File: src/rtl/mem_arbiter.sv
// Shared main-memory port arbiter: serialises I-cache fills, D-cache fills and
// write-through stores onto one memory4c port and bursts WORDS-word block fills.
module mem_arbiter #(
  parameter int unsigned ADDR_W = 16,
  parameter int unsigned DATA_W = 16,
  parameter int unsigned WORDS  = 8,
  localparam int unsigned CNT_W = $clog2(WORDS)
) (
  input  logic              clk,
  input  logic              rst,
  // I-cache fill requester
  input  logic              i_req,
  input  logic [ADDR_W-1:0] i_addr,
  output logic              i_grant,
  output logic              i_data_valid,
  output logic [CNT_W-1:0]  i_word_idx,
  output logic              i_done,
  output logic [DATA_W-1:0] i_data,
  // D-cache fill requester
  input  logic              d_req,
  input  logic [ADDR_W-1:0] d_addr,
  output logic              d_grant,
  output logic              d_data_valid,
  output logic [CNT_W-1:0]  d_word_idx,
  output logic              d_done,
  output logic [DATA_W-1:0] d_data,
  // Write-through store requester
  input  logic              w_req,
  input  logic [ADDR_W-1:0] w_addr,
  input  logic [DATA_W-1:0] w_data,
  output logic              w_ack,
  // memory4c port
  output logic [ADDR_W-1:0] mem_addr,
  output logic [DATA_W-1:0] mem_data_in,
  output logic              mem_enable,
  output logic              mem_wr,
  input  logic [DATA_W-1:0] mem_data_out,
  input  logic              mem_data_valid
);

  localparam int unsigned BSH   = $clog2(DATA_W / 8);
  localparam int unsigned OFF_W = CNT_W + BSH;
  localparam logic [ADDR_W-1:0] OffMask = ADDR_W'((1 << OFF_W) - 1);
  localparam logic [CNT_W-1:0]  LastCnt = CNT_W'(WORDS - 1);

  typedef enum logic [1:0] {StIdle, StFillI, StFillD, StWrite} state_t;

  state_t              r_state;
  logic                r_last_d;      // last fill served was D-side
  logic                r_wr_streak;   // last grant was a write
  logic [CNT_W-1:0]    r_issue_cnt;
  logic [CNT_W-1:0]    r_rcv_cnt;
  logic [ADDR_W-1:0]   r_base;
  logic                r_i_grant;
  logic                r_d_grant;
  logic                r_mem_enable;
  logic                r_mem_wr;
  logic [ADDR_W-1:0]   r_mem_addr;
  logic [DATA_W-1:0]   r_mem_data_in;
  logic                r_w_ack;

  logic                w_fill_pend;
  logic                w_pick_w;
  logic                w_pick_i;
  logic                w_rcv;
  logic                w_last_rcv;
  logic [ADDR_W-1:0]   w_fill_addr;
  logic [ADDR_W-1:0]   w_base;
  logic [CNT_W-1:0]    w_issue_nxt;
  logic [ADDR_W-1:0]   w_next_addr;

  // A write may not win twice in a row while a fill is waiting.
  assign w_fill_pend = i_req | d_req;
  assign w_pick_w    = w_req & ~(r_wr_streak & w_fill_pend);
  assign w_pick_i    = i_req & (~d_req | r_last_d);
  assign w_fill_addr = w_pick_i ? i_addr : d_addr;
  assign w_base      = w_fill_addr & ~OffMask;
  assign w_issue_nxt = r_issue_cnt + CNT_W'(1);
  assign w_next_addr = r_base + (ADDR_W'(w_issue_nxt) << BSH);

  // Returned words are only accepted while a fill owns the port.
  assign w_rcv       = mem_data_valid & ((r_state == StFillI) | (r_state == StFillD));
  assign w_last_rcv  = w_rcv & (r_rcv_cnt == LastCnt);

  assign i_data       = mem_data_out;
  assign d_data       = mem_data_out;
  assign i_data_valid = (r_state == StFillI) & mem_data_valid;
  assign d_data_valid = (r_state == StFillD) & mem_data_valid;
  assign i_word_idx   = (r_state == StFillI) ? r_rcv_cnt : '0;
  assign d_word_idx   = (r_state == StFillD) ? r_rcv_cnt : '0;
  assign i_done       = i_data_valid & (r_rcv_cnt == LastCnt);
  assign d_done       = d_data_valid & (r_rcv_cnt == LastCnt);

  assign i_grant     = r_i_grant;
  assign d_grant     = r_d_grant;
  assign w_ack       = r_w_ack;
  assign mem_addr    = r_mem_addr;
  assign mem_data_in = r_mem_data_in;
  assign mem_enable  = r_mem_enable;
  assign mem_wr      = r_mem_wr;

  // Arbitration FSM with registered grants and memory-port drive.
  always_ff @(posedge clk) begin
    if (rst) begin
      r_state       <= StIdle;
      r_last_d      <= 1'b1;
      r_wr_streak   <= 1'b0;
      r_issue_cnt   <= '0;
      r_rcv_cnt     <= '0;
      r_base        <= '0;
      r_i_grant     <= 1'b0;
      r_d_grant     <= 1'b0;
      r_mem_enable  <= 1'b0;
      r_mem_wr      <= 1'b0;
      r_mem_addr    <= '0;
      r_mem_data_in <= '0;
      r_w_ack       <= 1'b0;
    end else begin
      unique case (r_state)
        StIdle: begin
          if (w_pick_w) begin
            r_state       <= StWrite;
            r_wr_streak   <= 1'b1;
            r_mem_enable  <= 1'b1;
            r_mem_wr      <= 1'b1;
            r_mem_addr    <= w_addr;
            r_mem_data_in <= w_data;
            r_w_ack       <= 1'b1;
          end else if (w_fill_pend) begin
            r_state      <= w_pick_i ? StFillI : StFillD;
            r_i_grant    <= w_pick_i;
            r_d_grant    <= ~w_pick_i;
            r_last_d     <= ~w_pick_i;
            r_wr_streak  <= 1'b0;
            r_base       <= w_base;
            r_mem_enable <= 1'b1;
            r_mem_addr   <= w_base;
            r_issue_cnt  <= '0;
            r_rcv_cnt    <= '0;
          end
        end
        StFillI, StFillD: begin
          if (r_mem_enable) begin
            if (r_issue_cnt == LastCnt) begin
              r_mem_enable <= 1'b0;
              r_mem_addr   <= '0;
              r_issue_cnt  <= '0;
            end else begin
              r_issue_cnt <= w_issue_nxt;
              r_mem_addr  <= w_next_addr;
            end
          end
          if (w_rcv) begin
            r_rcv_cnt <= r_rcv_cnt + CNT_W'(1);
          end
          if (w_last_rcv) begin
            r_state      <= StIdle;
            r_i_grant    <= 1'b0;
            r_d_grant    <= 1'b0;
            r_mem_enable <= 1'b0;
            r_mem_addr   <= '0;
            r_issue_cnt  <= '0;
            r_rcv_cnt    <= '0;
          end
        end
        StWrite: begin
          r_state       <= StIdle;
          r_mem_enable  <= 1'b0;
          r_mem_wr      <= 1'b0;
          r_mem_addr    <= '0;
          r_mem_data_in <= '0;
          r_w_ack       <= 1'b0;
        end
        default: r_state <= StIdle;
      endcase
    end
  end

endmodule

File: config.mk
export PLATFORM = sky130hd
export DESIGN_NAME = mem_arbiter
export DESIGN_NICKNAME = d
export VERILOG_FILES = /design/src/rtl/mem_arbiter.sv
export SDC_FILE = /design/constraint.sdc
export NUM_CORES = 1
export LEC_CHECK = 0
export BUFFER_PORTS_ARGS = -buffer_cell sky130_fd_sc_hd__buf_2
export CORE_AREA = 2 2 92 94
export DETAILED_ROUTE_END_ITERATION = 8
export DIE_AREA = 0 0 94 96
export GPL_TIMING_DRIVEN = 0
export HOLD_SLACK_MARGIN = 0.02
export PLACE_DENSITY = 0.74
export SETUP_SLACK_MARGIN = 0.5
export SYNTH_ARGS = -nofsm -noshare
export SYNTH_HDL_FRONTEND = slang
export SYNTH_SLANG_ARGS = --single-unit
File: constraint.sdc
create_clock -name clk -period 1.87 [get_ports clk]
set_clock_uncertainty 0.15 [all_clocks]
set_input_delay 0 -clock clk [delete_from_list [all_inputs] [get_ports clk]]
set_output_delay 0 -clock clk [all_outputs]
set_load 0.02 [all_outputs]
# --- Word-level counts from Yosys, hierarchy flattened ---
# Index checks and enable logic that the tools add are counted.
word_totals:
  regBits: 58
  input_bits: 86
  output_inout_bits: 79
  wordCells: 98
classes:
  add_sub_neg: 3
  n_eq_ne: 12
  mux: 42
  n_bitwise: 16
  n_reduce_logical: 13
op_table:
  columns: ["cell", "n"]
  rows:
  - ["two-way mux 16 bit", 7]
  - ["case mux 16 bit (3 select lines)", 1]
  - ["case mux 16 bit (2 select lines)", 1]
  - ["two-way mux 3 bit", 9]
  - ["adder 16 x 4 -> 16 bit", 1]
  - ["two-way mux 1 bit", 13]
  - ["case mux 3 bit (2 select lines)", 2]
  - ["AND reduction 4 bit", 3]
  - ["AND 1 bit", 9]
  - ["inequality test 3 bit (second input constant)", 3]
  - ["two-way mux 2 bit", 4]
  - ["inequality test 2 bit (second input constant)", 4]
  - ["AND reduction 2 bit", 4]
  - ["adder 3 x 1 -> 3 bit (second input constant)", 2]
  - ["equality test 3 bit (second input constant)", 2]
  - ["case mux 1 bit (2 select lines)", 3]
  - ["case mux 2 bit (3 select lines)", 1]
  - ["nonzero test 2 bit", 3]
  - ["equality test 2 bit (second input constant)", 2]
  - ["NOT 1 bit", 4]
  - ["bitwise OR 1 bit", 3]
  - ["case mux 1 bit (3 select lines)", 1]
  - ["AND reduction 3 bit", 1]
  - ["equality test 2 x 1 -> 1 bit (second input constant)", 1]
  - ["2 further kinds", 2]

# --- Longest topological paths before layout ---
logic_depth:
  ltp_word: 7
  ltp_mapped: 8
  mapped_depth_nobuf: 6

# --- Worst setup path after synthesis ---
# No wires, ideal clock.
synth_path:
  path_type: "reg-to-reg"
  startpoint: "register r_state[0]"
  endpoint: "register r_mem_addr[5] (netlist: mem_addr[5])"
  setup_ns: 0.086
  arrival_time_ns: 1.786
  required_ns: 1.634
  slack_ns: -0.152
  stages_incl_launch_ff: 9
  n_path_buf: 2
  period_less_slack_ns: 2.022
  cell_sequence: "dfxtp_1 inv_1 ha_1 buf_4 a21bo_2 nor3_1 buf_4 a221oi_1 a211oi_1"
synth_via:
  elab_chain_len: 6
  word_cells_on_any_way: 13
  classes_between: "5 x eq/ne; 2 x mux; 3 x bitwise; 3 x reduce/logical"
synth_lines:
  columns: ["element", "line", "rtl"]
  rows:
  - ["from (decl)", "48", "state_t r_state;"]
  - ["from (signal assigned)", "105", "r_state <= StIdle;"]
  - ["from (signal assigned)", "122", "r_state <= StWrite;"]
  - ["from (signal assigned)", "130", "r_state <= w_pick_i ? StFillI : StFillD;"]
  - ["equality test 2 x 1 -> 1 bit / equality test 2 bit (equally long branches)", "82, 119", null]
  - ["bitwise OR 1 bit", "82", "assign w_rcv = mem_data_valid & ((r_state == StFillI) | (r_state == StFillD));"]
  - ["AND 1 bit", "82", null]
  - ["AND 1 bit", "83", "assign w_last_rcv = w_rcv & (r_rcv_cnt == LastCnt);"]
  - ["two-way mux 16 bit / inequality test 3 bit (equally long branches)", null, null]
  - ["case mux 16 bit (3 select lines) / AND reduction 2 bit (equally long branches)", null, null]
  - ["to (signal assigned)", "126", "r_mem_addr <= w_addr;"]
  - ["to (signal assigned)", "137", "r_mem_addr <= w_base;"]
  - ["to (signal assigned)", "150", "r_mem_addr <= w_next_addr;"]
  - ["to (decl)", "58", "logic [ADDR_W-1:0] r_mem_addr;"]
# Parallel ways exist; a longest one is shown, timed or not.
# A chain may end at the register's enable or synchronous reset.

# --- Final worst setup path ---
layout_path:
  startpoint: "register r_state[1]"
  endpoint: "register r_mem_addr[6] (netlist: mem_addr[6])"
# The elaborated chain is that of the path after synthesis.

==> results.py <==
metrics = {
    "status": {
        "outcome": "finished, violations left",
        "violations": "hold timing, setup timing",
    },
    "setup_path": {
        "required_ns": 1.99,
        "path_class": "flop to flop",
        "reg2reg_slack_ns": -0.17,
        "critPathLaunch": "r_state[1]$_SDFFE_PP0P_",
        "critPathArrivalTime_ns": 2.17,
        "startpoint_type": "flop",
        "r2r_start": "r_state[1]$_SDFFE_PP0P_",
        "path_max_fanout": 5,
        "endpoint_kind": "flop",
    },
    "synth": {
        "synth.area.top_cells": "dfxtp_1 (37%), buf_4 (8.6%), a22o_1 (5.8%)",
        "synth_edf_count": 0,
        "ys_ff_latch": 58,
        "syn_nets": 428,
        "synth_cells": 334,
        "synth_area_um2": 3150,
        "yosys_warnings": 0,
        "async_flop_share_pct": 0,
        "ys.flop_type": "dfxtp_1",
        "synth_top_area_share_pct": 36.8,
        "avgSynthCellArea_um2": 9.44,
        "synth_top_area_cell": "dfxtp_1",
        "synth-seq-area-share_pct": 36.8,
        "yosysUniqueCellTypes": 46,
    },
    "routing": {
        "drt_iter0_drc": 201,
        "drc": 0,
        "dr_total_vias": 3734,
        "drt_pass1_iterations": 4,
        "viasPerCell": 5.36,
        "wire_per_inst_um": 18.5,
        "ant_nets": 0,
        "finalWirelength_um": 12900,
    },
    "sta": {
        "holdWs_ns": -0.0690,
        "setup_slack_ns": -0.174,
        "finalSetupViolCount": 29,
        "tns_ns": -2.30,
        "worstMarginPinSlew_ns": 0.758,
        "rsz0062_at_grt": "true",
        "clock.fmax_ghz": 0.489,
        "min_period_over_period_pct": 109,
        "slew_headroom_pct": 49.5,
        "fin_crit_ns": 2.04,
        "hold_viol_final": 2,
        "drv_slew": 0,
    },
    "die": {
        "num_rows": 33,
        "die_w_um": 94,
        "die_h_um": 96,
        "die-area_um2": 9020,
        "num_io_pins": 165,
        "coreArea_um2": 8050,
        "start_util_pct": 39.2,
    },
    "global_route": {
        "grt_pass1_vias": 3530,
        "grt_use_total_pct": 24.3,
        "grt_max_degree": 11,
        "grt_pass1_wl_um": 16800,
        "overflow": 0,
        "grt_antenna_before_repair": 0,
    },
    "cts": {
        "clock_latency_ns": 0.35,
        "cts_buffers": 9,
        "clk_pin_slew_ns": 0.07,
        "cts_tree": "yes",
        "cts_htree_levels": 3,
        "cts_max_path_buffers": 2,
        "cts_hold_buffers": 56,
        "clock_sinks": 58,
        "cts_root_buf": "clkbuf_8",
    },
    "placement": {
        "pre_cts_ws_ns": -0.183,
        "portBuffers": 139,
        "place_congestion": 0.855,
        "dp_hpwl_um": 6760,
    },
    "power_and_ir_drop": {
        "fin_total_pwr_mw": 8.56,
        "p_leak_nw": 2.64,
        "peakVddDrop_mv": 0.642,
        "power_density_nw_per_um2": 1470,
    },
    "cells_and_area": {
        "final_util_pct": 72.5,
        "final_nets": 683,
        "diodes": 0,
        "drive_gt1_share_pct": 58.3,
        "area_delta_synth_final_pct": 85.0,
    },
    "hold_path": {
        "worst_hold_path_type": "input pin to flop",
        "min-delay-start": "mem_data_valid",
    },
    "flow_run": {
        "maxCapViolations": 0,
    },
}
[registers in the layout, summed over array words and instances (netlist names)]
register,flops
d_grant,1
r_issue_cnt,3
r_wr_streak,1
r_base,12
mem_data_in,16
mem_enable,1
mem_addr,16
r_state,2
r_last_d,1
i_grant,1
w_ack,1
r_rcv_cnt,3
[worst max-delay path: stages, from the launching register on]
cell      delay [ns]
dfxtp_4         0.36
inv_4           0.04
ha_4            0.25
buf_6           0.09
a21bo_4         0.25
buf_12          0.13
o21ai_4         0.24
buf_12          0.15
buf_16          0.11
a221oi_2        0.04
a211oi_2        0.17
[power by group]
part / leakage [nW] / total [mW] / switching [mW] / internal, mW
Sequential: 0.478 / 1.83 / 0.244 / 1.59
Clock: 0.101 / 1.18 / 0.507 / 0.669
Combinational: 2.06 / 5.55 / 2.73 / 2.83
[repair_timing]
item | 4_1_cts | 5_1_grt
hold endpoints to repair | 45 | 2
resized for setup | 69 | 65
setup endpoints to repair | 68 | 68
setup buffers | 27 | 16
pin swaps | 25 | 36
cloned | 2 | 4
[cells in the final DEF (no fill, tap or decap), types with 4 or more instances in the layout]
cell type | netlist | final
nand2b_1 | 15 | 8
buf_6 | 3 | 30
a21boi_0 | 12 | 11
ha_4 | 0 | 5
a221oi_2 | 9 | 14
nor2_1 | 20 | 19
o21ai_2 | 1 | 8
o21ai_0 | 27 | 16
clkbuf_8 | 0 | 11
dlygate4sd3_1 | 0 | 56
a21oi_1 | 22 | 9
and3_1 | 15 | 12
buf_2 | 4 | 130
nand2b_4 | 0 | 7
dfxtp_1 | 58 | 54
clkbuf_1 | 11 | 6
a21oi_2 | 1 | 12
nor3_1 | 6 | 4
buf_12 | 0 | 4
and2_4 | 0 | 8
o21ai_1 | 3 | 6
buf_4 | 36 | 59
buf_8 | 1 | 7
a22o_1 | 21 | 21
a211oi_2 | 9 | 10
[stage by stage]
step	cell area, µm²	instances
after global placement	4130	578
after global routing	5840	697
after CTS	5400	677
final	5840	697
after detailed placement	4130	578
after floorplan	3300	334
[cell type report]
| cell class | instances | area (µm²) |
|---|---|---|
| flip-flops and latches | 58 | 1170 |
| clock inverters | 3 | 40.0 |
| inverters | 4 | 23.8 |
| clock buffers | 11 | 151 |
| multi-input cells | 217 | 2000 |
| fillers | 535 | 2220 |
| well taps | 105 | 131 |
| repair buffers | 244 | 1860 |
| plain buffers | 55 | 455 |
[layer usage]
layer	part of all wire, %	up-vias	GRT usage, %
met1	37	1759	27.3
met3	8.0	47	3.92
met4	3.7	0	10.3
li1	-	1718	-
met5	0	-	0
met2	51	210	45.5
[cells by family (layout without fill, tap and decap cells)]
group | count (synthesis) | after routing | synth area share, %
AOI/OAI and AO/OA | 127 | 127 | 31.6
adders and majority gates | 8 | 8 | 3.17
muxes | 1 | 1 | 0.317
DFF | 58 | 58 | 36.8
buffers and inverters | 59 | 317 | 12.5
and+or+nand+nor | 81 | 81 | 15.5
[synth_stat cells (6+ instances only)]
cell type   n
a211oi_2    9
clkbuf_1   11
o21ai_0    27
a221oi_1    6
buf_4      36
nor2_1     20
nor3_1      6
a21oi_1    22
a22o_1     21
and2_1     10
ha_1        8
a21boi_0   12
dfxtp_1    58
and3_1     15
nand2b_1   15
a221oi_2    9
[path summary, 6_finish.rpt]
check,to,cells past startpoint
hold reg to reg,mem_addr[0]$_SDFFE_PP0P_,2
setup reg to reg,mem_addr[6]$_SDFFE_PP0P_,10
setup / recovery,mem_addr[6]$_SDFFE_PP0P_,10
hold / removal,r_rcv_cnt[1]$_SDFFE_PP0P_,3
Note: power is estimated with default switching activity, not from simulation.
